## src/rtl/hartslag_filter_if.sv

```systemverilog
// rtl/hartslag_filter_if.sv - sensor in / conditioned beat outputs bundle
interface hartslag_filter_if;
    logic       sensor;
    logic       niveau;
    logic       puls;
    logic       geen_slag;
    logic [7:0] slag_teller;

    // Filter side: consumes the raw sensor, produces the conditioned outputs
    modport slave (
        input  sensor,
        output niveau,
        output puls,
        output geen_slag,
        output slag_teller
    );

    // Environment side: drives the raw sensor, observes the outputs
    modport master (
        output sensor,
        input  niveau,
        input  puls,
        input  geen_slag,
        input  slag_teller
    );
endinterface

```

## src/rtl/hartslag_filter.sv

```systemverilog
// rtl/hartslag_filter.sv - heartbeat sensor synchroniser, debouncer and beat qualifier
module hartslag_filter #(
    parameter int DEBOUNCE_CYCLES = 50000,
    parameter int REFRACT_CYCLES  = 12500000,
    parameter int TIMEOUT_CYCLES  = 150000000
) (
    input  logic              clk,
    input  logic              reset,
    hartslag_filter_if.slave  hif
);
    localparam logic [27:0] DB_LAST  = 28'(DEBOUNCE_CYCLES - 1);
    localparam logic [27:0] REF_LAST = 28'(REFRACT_CYCLES - 1);
    localparam logic [27:0] TO_LAST  = 28'(TIMEOUT_CYCLES - 1);

    typedef enum logic [1:0] {
        LAAG       = 2'd0,
        REFRACT    = 2'd1,
        WACHT_LAAG = 2'd2
    } state_t;

    state_t      state;
    logic        s_meta;
    logic        s_sync;
    logic        niveau;
    logic        niveau_d;
    logic [27:0] db_cnt;
    logic [27:0] ref_cnt;
    logic [27:0] to_cnt;
    logic        puls;
    logic        geen_slag;
    logic [7:0]  slag_teller;
    logic        accept;

    // A beat is accepted only on a fresh rising edge of the debounced level while idle
    assign accept = (state == LAAG) && niveau && !niveau_d;

    assign hif.niveau      = niveau;
    assign hif.puls        = puls;
    assign hif.geen_slag   = geen_slag;
    assign hif.slag_teller = slag_teller;

    // Two-flop synchroniser; the only logic that samples the raw sensor line
    always_ff @(posedge clk or posedge reset) begin
        if (reset) begin
            s_meta <= 1'b0;
            s_sync <= 1'b0;
        end else begin
            s_meta <= hif.sensor;
            s_sync <= s_meta;
        end
    end

    // Debouncer: the level follows the synced input only after it has differed long enough
    always_ff @(posedge clk or posedge reset) begin
        if (reset) begin
            niveau <= 1'b0;
            db_cnt <= '0;
        end else if (s_sync == niveau) begin
            db_cnt <= '0;
        end else if (db_cnt == DB_LAST) begin
            niveau <= ~niveau;
            db_cnt <= '0;
        end else begin
            db_cnt <= db_cnt + 28'd1;
        end
    end

    // Beat FSM: accept, sit out the refractory window, then require a low level before re-arming
    always_ff @(posedge clk or posedge reset) begin
        if (reset) begin
            state       <= LAAG;
            niveau_d    <= 1'b0;
            ref_cnt     <= '0;
            puls        <= 1'b0;
            slag_teller <= '0;
        end else begin
            niveau_d <= niveau;
            puls     <= 1'b0;
            case (state)
                LAAG: begin
                    if (accept) begin
                        puls    <= 1'b1;
                        ref_cnt <= '0;
                        if (slag_teller != 8'hFF)
                            slag_teller <= slag_teller + 8'd1;
                        state   <= REFRACT;
                    end
                end
                REFRACT: begin
                    if (ref_cnt == REF_LAST)
                        state <= WACHT_LAAG;
                    else
                        ref_cnt <= ref_cnt + 28'd1;
                end
                WACHT_LAAG: begin
                    if (!niveau)
                        state <= LAAG;
                end
                default: state <= LAAG;
            endcase
        end
    end

    // Loss-of-beat timer; an accepted beat in the expiry cycle takes priority
    always_ff @(posedge clk or posedge reset) begin
        if (reset) begin
            to_cnt    <= '0;
            geen_slag <= 1'b0;
        end else if (accept) begin
            to_cnt    <= '0;
            geen_slag <= 1'b0;
        end else if (to_cnt == TO_LAST) begin
            geen_slag <= 1'b1;
        end else begin
            to_cnt <= to_cnt + 28'd1;
        end
    end
endmodule
```

## src/flat_wrapper.sv

```systemverilog
// flat-port wrapper written by rule: the top's interface ports become plain ports
module hartslag_filter_flat 
#(
    parameter int DEBOUNCE_CYCLES = 50000,
    parameter int REFRACT_CYCLES  = 12500000,
    parameter int TIMEOUT_CYCLES  = 150000000
)
  (clk, reset, hif_sensor, hif_niveau, hif_puls, hif_geen_slag, hif_slag_teller);
  hartslag_filter_if hif_i ();
  input  logic clk;
  input  logic reset;
  input wire logic [$bits(hif_i.sensor)-1:0] hif_sensor;
  output wire logic [$bits(hif_i.niveau)-1:0] hif_niveau;
  output wire logic [$bits(hif_i.puls)-1:0] hif_puls;
  output wire logic [$bits(hif_i.geen_slag)-1:0] hif_geen_slag;
  output wire logic [$bits(hif_i.slag_teller)-1:0] hif_slag_teller;
  assign hif_i.sensor = hif_sensor;
  assign hif_niveau = hif_i.niveau;
  assign hif_puls = hif_i.puls;
  assign hif_geen_slag = hif_i.geen_slag;
  assign hif_slag_teller = hif_i.slag_teller;
  hartslag_filter #(.DEBOUNCE_CYCLES(DEBOUNCE_CYCLES), .REFRACT_CYCLES(REFRACT_CYCLES), .TIMEOUT_CYCLES(TIMEOUT_CYCLES)) u_core (.clk(clk), .reset(reset), .hif(hif_i));
endmodule
```

## config.mk

```make
export PLATFORM = sky130hd
export DESIGN_NAME = hartslag_filter_flat
export DESIGN_NICKNAME = d
export VERILOG_FILES = /design/src/rtl/hartslag_filter_if.sv /design/src/rtl/hartslag_filter.sv /design/src/flat_wrapper.sv
export SDC_FILE = /design/constraint.sdc
export NUM_CORES = 1
export LEC_CHECK = 0
export CAP_MARGIN = 20
export CELL_PAD_IN_SITES_DETAIL_PLACEMENT = 0
export CELL_PAD_IN_SITES_GLOBAL_PLACEMENT = 1
export CORE_UTILIZATION = 52
export CTS_CLUSTER_SIZE = 30
export DETAILED_ROUTE_END_ITERATION = 10
export MAX_ROUTING_LAYER = met4
export PLACE_DENSITY = 0.87
export SLEW_MARGIN = 20
export SYNTH_ARGS = -nofsm -noshare
export SYNTH_HDL_FRONTEND = slang
export SYNTH_SLANG_ARGS = --single-unit
```

## constraint.sdc

```tcl
create_clock -name clk -period 7 [get_ports clk]
set_clock_uncertainty 0.2 [all_clocks]
set_input_delay 1.05 -clock clk [delete_from_list [all_inputs] [get_ports clk]]
set_output_delay 1.05 -clock clk [all_outputs]
set_load 0.03 [all_outputs]
```

# Word level (Yosys, flattened, before mapping)
# Index checks and enable logic that the tools add are counted.
word_totals:
  memories: 0
  latchBits: 0
  rom_bits: 0
  ramBits: 0
  reg_bits: 100
  word_cells: 54
classes:
  order_cmp: 0
  addsub: 4
  muxes: 15
  n_eq_ne: 12
  multipliers: 0
  shift: 0
  n_div: 0
  reduce_logical: 10
  bitwise_logic: 2
ops:
  columns: ["op", "n"]
  rows:
  - ["2-to-1 mux 28 bit", 6]
  - ["adder 28 x 1 -> 28 bit, second input constant", 3]
  - ["case mux 28 bit (2 select lines)", 1]
  - ["equality test 28 x 16 -> 1 bit, second input constant", 1]
  - ["equality test 28 x 24 -> 1 bit, second input constant", 1]
  - ["equality test 28 bit, second input constant", 1]
  - ["AND reduction 3 bit", 3]
  - ["adder 8 x 1 -> 8 bit, second input constant", 1]
  - ["!= test 8 bit, second input constant", 1]
  - ["2-to-1 mux 2 bit", 3]
  - ["!= test 2 x 1 -> 1 bit, second input constant", 3]
  - ["case mux 2 bit (3 select lines)", 1]
  - ["2-to-1 mux 1 bit", 4]
  - ["!= test 2 bit, second input constant", 2]
  - ["nonzero test 2 bit", 2]
  - ["equality test 2 x 1 -> 1 bit, second input constant", 1]
  - ["equality test 2 bit, second input constant", 1]
  - ["logical AND 1 bit", 2]
  - ["zero test 2 bit", 1]
  - ["NOT 1 bit", 2]
  - ["AND reduction 2 bit", 1]
  - ["equality test 1 bit", 1]
  - ["zero test 1 bit", 1]

# Longest topological paths before layout
logic_depth:
  word_depth: 5
  ltp_mapped: 7
  depth_no_buf: 6

# Worst setup path before layout
# Ideal clock, no wire load.
synth_timing:
  path_kind: "reg2reg"
  startpoint: "register u_core.niveau, in the netlist u_core.hif.niveau"
  endpoint: "register u_core.slag_teller[7], in the netlist u_core.hif.slag_teller[7]"
  n_path_buf: 1
  setup_ns: 0.136
  arrival_time_ns: 1.860
  setup_slack_ns: 4.804
  t_required_ns: 6.664
  stages_incl_launch_ff: 7
  period_less_slack_ns: 2.196
  path_cell_list: "dfrtp_1 -> or4b_1 -> buf_2 -> a31oi_4 -> and4_4 -> nand3_1 -> xnor2_1"
synth_between:
  elab_chain_len: 3
synth_lines:
  columns: ["element", "line", "text"]
  rows:
  - ["start, declared", "hartslag_filter.sv:24", "logic niveau;"]
  - ["start signal, assigned", "hartslag_filter.sv:61", "niveau <= ~niveau;"]
  - ["logical AND 1 bit (2 in a row)", "hartslag_filter.sv:35", "assign accept = (state == LAAG) && niveau && !niveau_d;"]
  - ["AND reduction 3 bit (no source line)", null, null]
  - ["end signal, assigned", "hartslag_filter.sv:85", "slag_teller <= slag_teller + 8'd1;"]
  - ["end, declared", "hartslag_filter.sv:31", "logic [7:0] slag_teller;"]
# No other way between the ends.
# A chain may end at the register's enable or synchronous reset.

# Final worst setup path
layout_timing:
  startpoint: "register u_core.niveau, in the netlist u_core.hif.niveau"
  endpoint: "output port hif_niveau"
layout_lines:
  columns: ["element", "line", "text"]
  rows:
  - ["end, declared", "flat_wrapper.sv:13", "output wire logic [$bits(hif_i.niveau)-1:0] hif_niveau;"]
# No word-level cell between the ends.

==> impl_metrics.env <==
export IMPL_status="finished, final reports clean"
export IMPL_drc=0
export IMPL_power_net_switching_uw=230
export IMPL_yosysTopAreaCellShare_pct=49.7
export IMPL_worstPathRequired_ps=5750
export IMPL_wl_um=9860
export IMPL_grtUsageTotal_pct=22.1
export IMPL_synthSimpleGateAreaFrac_pct=27.3
export IMPL_synth_warnings=0
export IMPL_avgSynthCellArea_um2=9.61
export IMPL_routabilityCongestion=0.834
export IMPL_grt_ovfl_total=0
export IMPL_rsz0062_at_grt="no"
export IMPL_critical_path_peak_fanout=6
export IMPL_synth_xor_area_share_pct=9.57
export IMPL_fillCellCount=854
export IMPL_die_h_um=100
export IMPL_final_nets=533
export IMPL_leakage_nw=2.38
export IMPL_drtIter0Drc=180
export IMPL_async_flop_share_pct=100
export IMPL_slew_violations=0
export IMPL_synth_nets=531
export IMPL_ir_drop_v=0.000116
export IMPL_htreeDepth=3
export IMPL_synthAdderAreaFrac_pct=0.994
export IMPL_p_int_uw=728
export IMPL_start_util_pct=54.0
export IMPL_cts_clk_slew_worst_paths_ps=110
export IMPL_yosysSeqAreaShare_pct=49.7
export IMPL_via_per_inst=5.89
export IMPL_cts_tree="yes"
export IMPL_period_share_pct=39.7
export IMPL_maxUsedRoutingLayer="met4"
export IMPL_rows=35
export IMPL_vias=3887
export IMPL_layout_commonest_cell="dfrtp_1"
export IMPL_grt_pass1_vias=3659
export IMPL_clk_latency_ps=370
export IMPL_critPathKind="reg2out"
export IMPL_synth_area_um2=5030
export IMPL_start_kind="flop"
export IMPL_wl_met1_um=4830
export IMPL_synth_top_area_cell="dfrtp_1"
export IMPL_synth_compound_gate_area_share_pct=8.40
export IMPL_cts_setup_buffers=0
export IMPL_cap_viol_max_count=0
export IMPL_port_buffer_count=13
export IMPL_end_kind="output port"
export IMPL_switching_share_pct=24.0
export IMPL_ios=14
export IMPL_grt_max_degree=52
export IMPL_hold_ws_ps=160
export IMPL_tightestPinTransition_ps=922
export IMPL_antenna_found_initial=0
export IMPL_cts_buffer_depth=2
export IMPL_ant_nets=0
export IMPL_synth_edff_count=0
export IMPL_die_w_um=100
export IMPL_setup_viol=0
export IMPL_dr_wl_met3_um=348
export IMPL_wire_per_inst_um=14.9
export IMPL_hold_buffers=0
export IMPL_p_comb_share_pct=1.8
export IMPL_dr_pass1_iters=4
export IMPL_ys_ff_latch=100
export IMPL_numCtsBuffers=9
export IMPL_synth_cell_type_count=46
export IMPL_place_hpwl_um=6570
export IMPL_synth_top_family_by_area="simple AND/OR/NAND/NOR gates"
export IMPL_root_buffer="clkbuf_8"
export IMPL_drive_gt1_share_pct=5.46
export IMPL_setup_tns_ps=0
export IMPL_diodes=0
export IMPL_p_per_area_nw_per_um2=177
export IMPL_crit_family="buffers and inverters"
export IMPL_netlist_instances=524
export IMPL_multi_input_area_um2=2400
export IMPL_layout_min_cycle_time_ps=2780
export IMPL_area_growth_pct=7.83
export IMPL_cp_slowest_stage_delay_ps=720
export IMPL_synth_ff_type="dfrtp_1"
export IMPL_cp_slowest_cell="clkdlybuf4s50_1"
export IMPL_ff_latch_area_um2=2500
export IMPL_hold_viol=0
export IMPL_min_path_type="reg2reg"
export IMPL_die_area_um2=10100
export IMPL_clock_fmax_mhz=359
export IMPL_cts_resized=0
export IMPL_p_seq_share_pct=60.6
export IMPL_grt_pass1_wl_um=17300
export IMPL_slew_headroom_pct=38.5
export IMPL_post_route_util_pct=58.2
export IMPL_clock_sinks=100
export IMPL_coreArea_um2=9330
export IMPL_critPathBufInv=1
export IMPL_synthMuxAreaShare_pct=1.44
export IMPL_power_frac_clock_pct=37.6
export IMPL_ys_top_cells_by_area="dfrtp_1 (50%), xor2_1 (7.5%), nor2_1 (5.1%), nand4_1 (4.6%), nand3_1 (4.5%)"
export IMPL_wl_met2_um=4550
export IMPL_arrival_ps=1530
export IMPL_cp_cell_sequence="clkdlybuf4s50_1"
export IMPL_final_cell_mix="dfrtp_1 (100), nor2_1 (68), nand3_1 (45)"
[sequential cells by signal, summed over array words and instances, names as in the netlist]
register / count
u_core.s_sync: 1
u_core.hif.slag_teller: 8
u_core.hif.geen_slag: 1
u_core.hif.puls: 1
u_core.to_cnt: 28
u_core.hif.niveau: 1
u_core.s_meta: 1
u_core.ref_cnt: 28
u_core.db_cnt: 28
u_core.state: 2
u_core.niveau_d: 1
[cells in the mapped netlist, types with 2 or more instances]
cell,n
and2_1,5
mux2i_1,5
xor2_1,43
and3_1,18
nor4_1,11
nand2_1,39
a31oi_1,7
xnor2_1,12
nor2_1,68
o311ai_0,5
o21ai_0,35
nand3_1,45
or3_1,4
buf_2,8
nand4_1,37
dfrtp_1,100
nand2b_1,2
inv_1,7
nor3_1,5
o41ai_1,3
o31ai_1,3
nor4b_1,3
mux2_2,2
a21oi_1,8
ha_1,4
nor4_2,3
clkbuf_1,14
and4_1,10
[worst paths after layout]
check                                                    from                               end  slack (ps)  cells past startpoint
worst max-delay path            u_core.hif.niveau$_DFFE_PP0P_                        hif_niveau        4220                      1
worst min-delay path                  u_core.s_meta$_DFF_PP0_           u_core.s_sync$_DFF_PP0_         160                      0
worst max register to register    u_core.state[1]$_DFFE_PP0P_     u_core.ref_cnt[2]$_DFFE_PP0P_        4230                      5
worst min register to register        u_core.s_meta$_DFF_PP0_           u_core.s_sync$_DFF_PP0_         160                      0
max in group asynchronous                               reset  u_core.hif.geen_slag$_DFFE_PP0P_        4640                      3
min in group asynchronous                               reset        u_core.db_cnt[1]$_DFF_PP0_         910                      2
[worst reg2reg max path, delay by kind of cell, from the launching register on]
kind | cells | cell delay (ps)
AO/OA/AOI/OAI | 2 | 380
flip-flops | 1 | 410
buffers and inverters | 1 | 500
AND/OR/NAND/NOR | 2 | 1150
[cells by family (layout without fill, tap and decap cells)]
family / Yosys count / after routing
simple gates: 259 / 259
flops: 100 / 100
compound gates: 68 / 68
xor+xnor: 55 / 55
buf+inv: 31 / 38
mux: 7 / 7
fa+ha+maj: 4 / 4
[layout make-up]
| type | instances | share of cell area, % |
|---|---|---|
| Tap cell | 129 | 2.97 |
| Clock buffer | 10 | 2.54 |
| Sequential cell | 100 | 46.1 |
| Clock inverter | 6 | 1.01 |
| Multi-Input combinational cell | 393 | 44.2 |
| Inverter | 8 | 0.599 |
| Timing Repair Buffer | 14 | 2.54 |
[power groups by stage]
stage	combinational [mW]	clock [mW]	sequential [mW]
3_3_place_gp	0.0187	0	0.592
5_1_grt	0.0214	0.390	0.581
3_5_place_dp	0.0190	0	0.592
2_1_floorplan	0.0133	0	0.592
4_1_cts	0.0190	0.369	0.581
6_report	0.0176	0.360	0.581
[through the flow]
step / cell area, um2 / setup WS (ps) / instances / power (mW)
after detailed placement: 5240 / 4120 / 644 / 0.611
after global placement: 5240 / 4140 / 644 / 0.611
final: 5430 / 4220 / 660 / 0.959
after global routing: 5430 / 3940 / 660 / 0.993
after floorplan: 5030 / 3130 / 524 / 0.605
after CTS: 5430 / 4190 / 660 / 0.969
[layer usage]
metal | up-vias | global-route usage [%]
met3 | 11 | 2.72
li1 | 1889 | -
met4 | 0 | 7.02
met1 | 1920 | 30.6
met2 | 67 | 34.1
met5 | - | -
Note: power is estimated with default switching activity, not from simulation.
==> patch (same flow settings) <==
Re-encode `state_t` (3 states) as one-hot, 3 bits wide.
--- a/src/rtl/hartslag_filter.sv
+++ b/src/rtl/hartslag_filter.sv
@@ -12,10 +12,10 @@
     localparam logic [27:0] REF_LAST = 28'(REFRACT_CYCLES - 1);
     localparam logic [27:0] TO_LAST  = 28'(TIMEOUT_CYCLES - 1);
 
-    typedef enum logic [1:0] {
-        LAAG       = 2'd0,
-        REFRACT    = 2'd1,
-        WACHT_LAAG = 2'd2
+    typedef enum logic [2:0] {
+        LAAG       = 3'b001,
+        REFRACT    = 3'b010,
+        WACHT_LAAG = 3'b100
     } state_t;
 
     state_t      state;
Check against the original RTL: same outputs for any inputs over 10 cycles, from zero or initial values and one cycle with reset high; not proved beyond that.
==> patch against the original RTL <==
Global-route usage is 0.40 points higher; power is 0.50% lower; sequential cell count is 1 higher; sequential power is 1% higher; count of clock-buffer cells in the layout is 1 lower; critical path depth is 5 higher; fmax is 16% lower; cell area is 3.2% higher; routed wire length is 5.2% higher; area after synthesis is 3.9% higher; worst setup slack worse by 0.51 ns; non-clock buffer count stayed put; critical path type is now reg -> reg; highest routed layer unchanged.
==> patch: results (changes against the original RTL) <==
period utilization: 0.471 (+0.0734)
vias per std cell: 5.85 (-0.71%)
post-synthesis net count: 551 (+3.8%)
GP Congestion: 0.812 (-2.6%)
GRT Overall Usage: 0.225 (+0.00405)
Max IR drop VDD: 115 uV (-0.61%)
Reg-to-Reg Start: u_core.hif.niveau$_DFFE_PP0P_
met1 Use GR: 0.299 (-0.00707)
crit path max-delay cell type: nor2_2
Synth cell types: 54 (+17%)
wl on met1: 5.07 mm (+5.0%)
Mapped Cells: 544 (+3.8%)
sequential cell area fraction in the yosys report: 0.484 (-0.0134)
placed instance area: 5410 sq um (+3.4%)
critical path fanouts, max: 34 (+28)
drt wl/cell: 15.2 um (+1.6%)
DRT iter0 DRCs: 140 (-22%)
first-pass GRT wire length: 17.7 mm (+2.4%)
Placed Cells: 667 (+3.6%)
met3 Usage GRT: 0.0390 (+0.0118)
status: complete, no violations
Worst R2R Setup Slack: 3.70 ns (-0.53 ns)
met2 Use GR: 0.354 (+0.0127)
Non-Filler Instances: 683 (+3.5%)
CP max stage delay: 0.97 ns (+0.25 ns)
dpl hpwl: 6.86 mm (+4.5%)
DR WL met2: 5.00 mm (+9.9%)
met3 wire len: 224 um (-36%)
largest net degree at the start of global routing: 54 (+3.8%)
synth top area cells: dfrtp_1, xor2_1, nor2_1
kind of critical path: reg -> reg
P_int: 0.722 mW (-0.86%)
fillers: 891 (+4.3%)
R2R cell count: 6 (+1)
hold slack: 0.190 ns (+0.0297 ns)
FF-to-FF End: u_core.ref_cnt[8]$_DFFE_PP0P_
CP arrival: 3.39 ns (+1.86 ns)
-- patch: cell count changes after synthesis, sizes merged, moves of 11 or more --
| cell | unedited run | this run |
|---|---|---|
| or3 | 4 | 16 |
| o21ai | 35 | 21 |
| xor2 | 43 | 32 |
| nand4 | 37 | 25 |
| xnor2 | 12 | 23 |
| nor3 | 5 | 19 |
| nand3 | 46 | 35 |
-- patch: logic make-up after synthesis --
logic type      synth area share
simple gates               0.283
flops                      0.484
compound gates            0.0905
xor+xnor                  0.0921
buf+inv                   0.0311
mux                       0.0101
fa+ha+maj                0.00957
-- patch: critical path, delay by kind of cell, from the launching register on --
kind	cells	cell delay, ns
DFF	1	0.46
and+or+nand+nor	3	1.37
AOI/OAI and AO/OA	1	0.21
buffers and inverters	2	0.98
-- patch: cell type report --
cell class,instances,area (sq um),area share
tap,133,166,0.0297
sequential,101,2530,0.452
timing repair buffer,14,138,0.0246
clock buffer,9,124,0.0221
inverter,11,43.8,0.00782
multi-input combinational,408,2540,0.453
clock inverter,7,60.1,0.0107
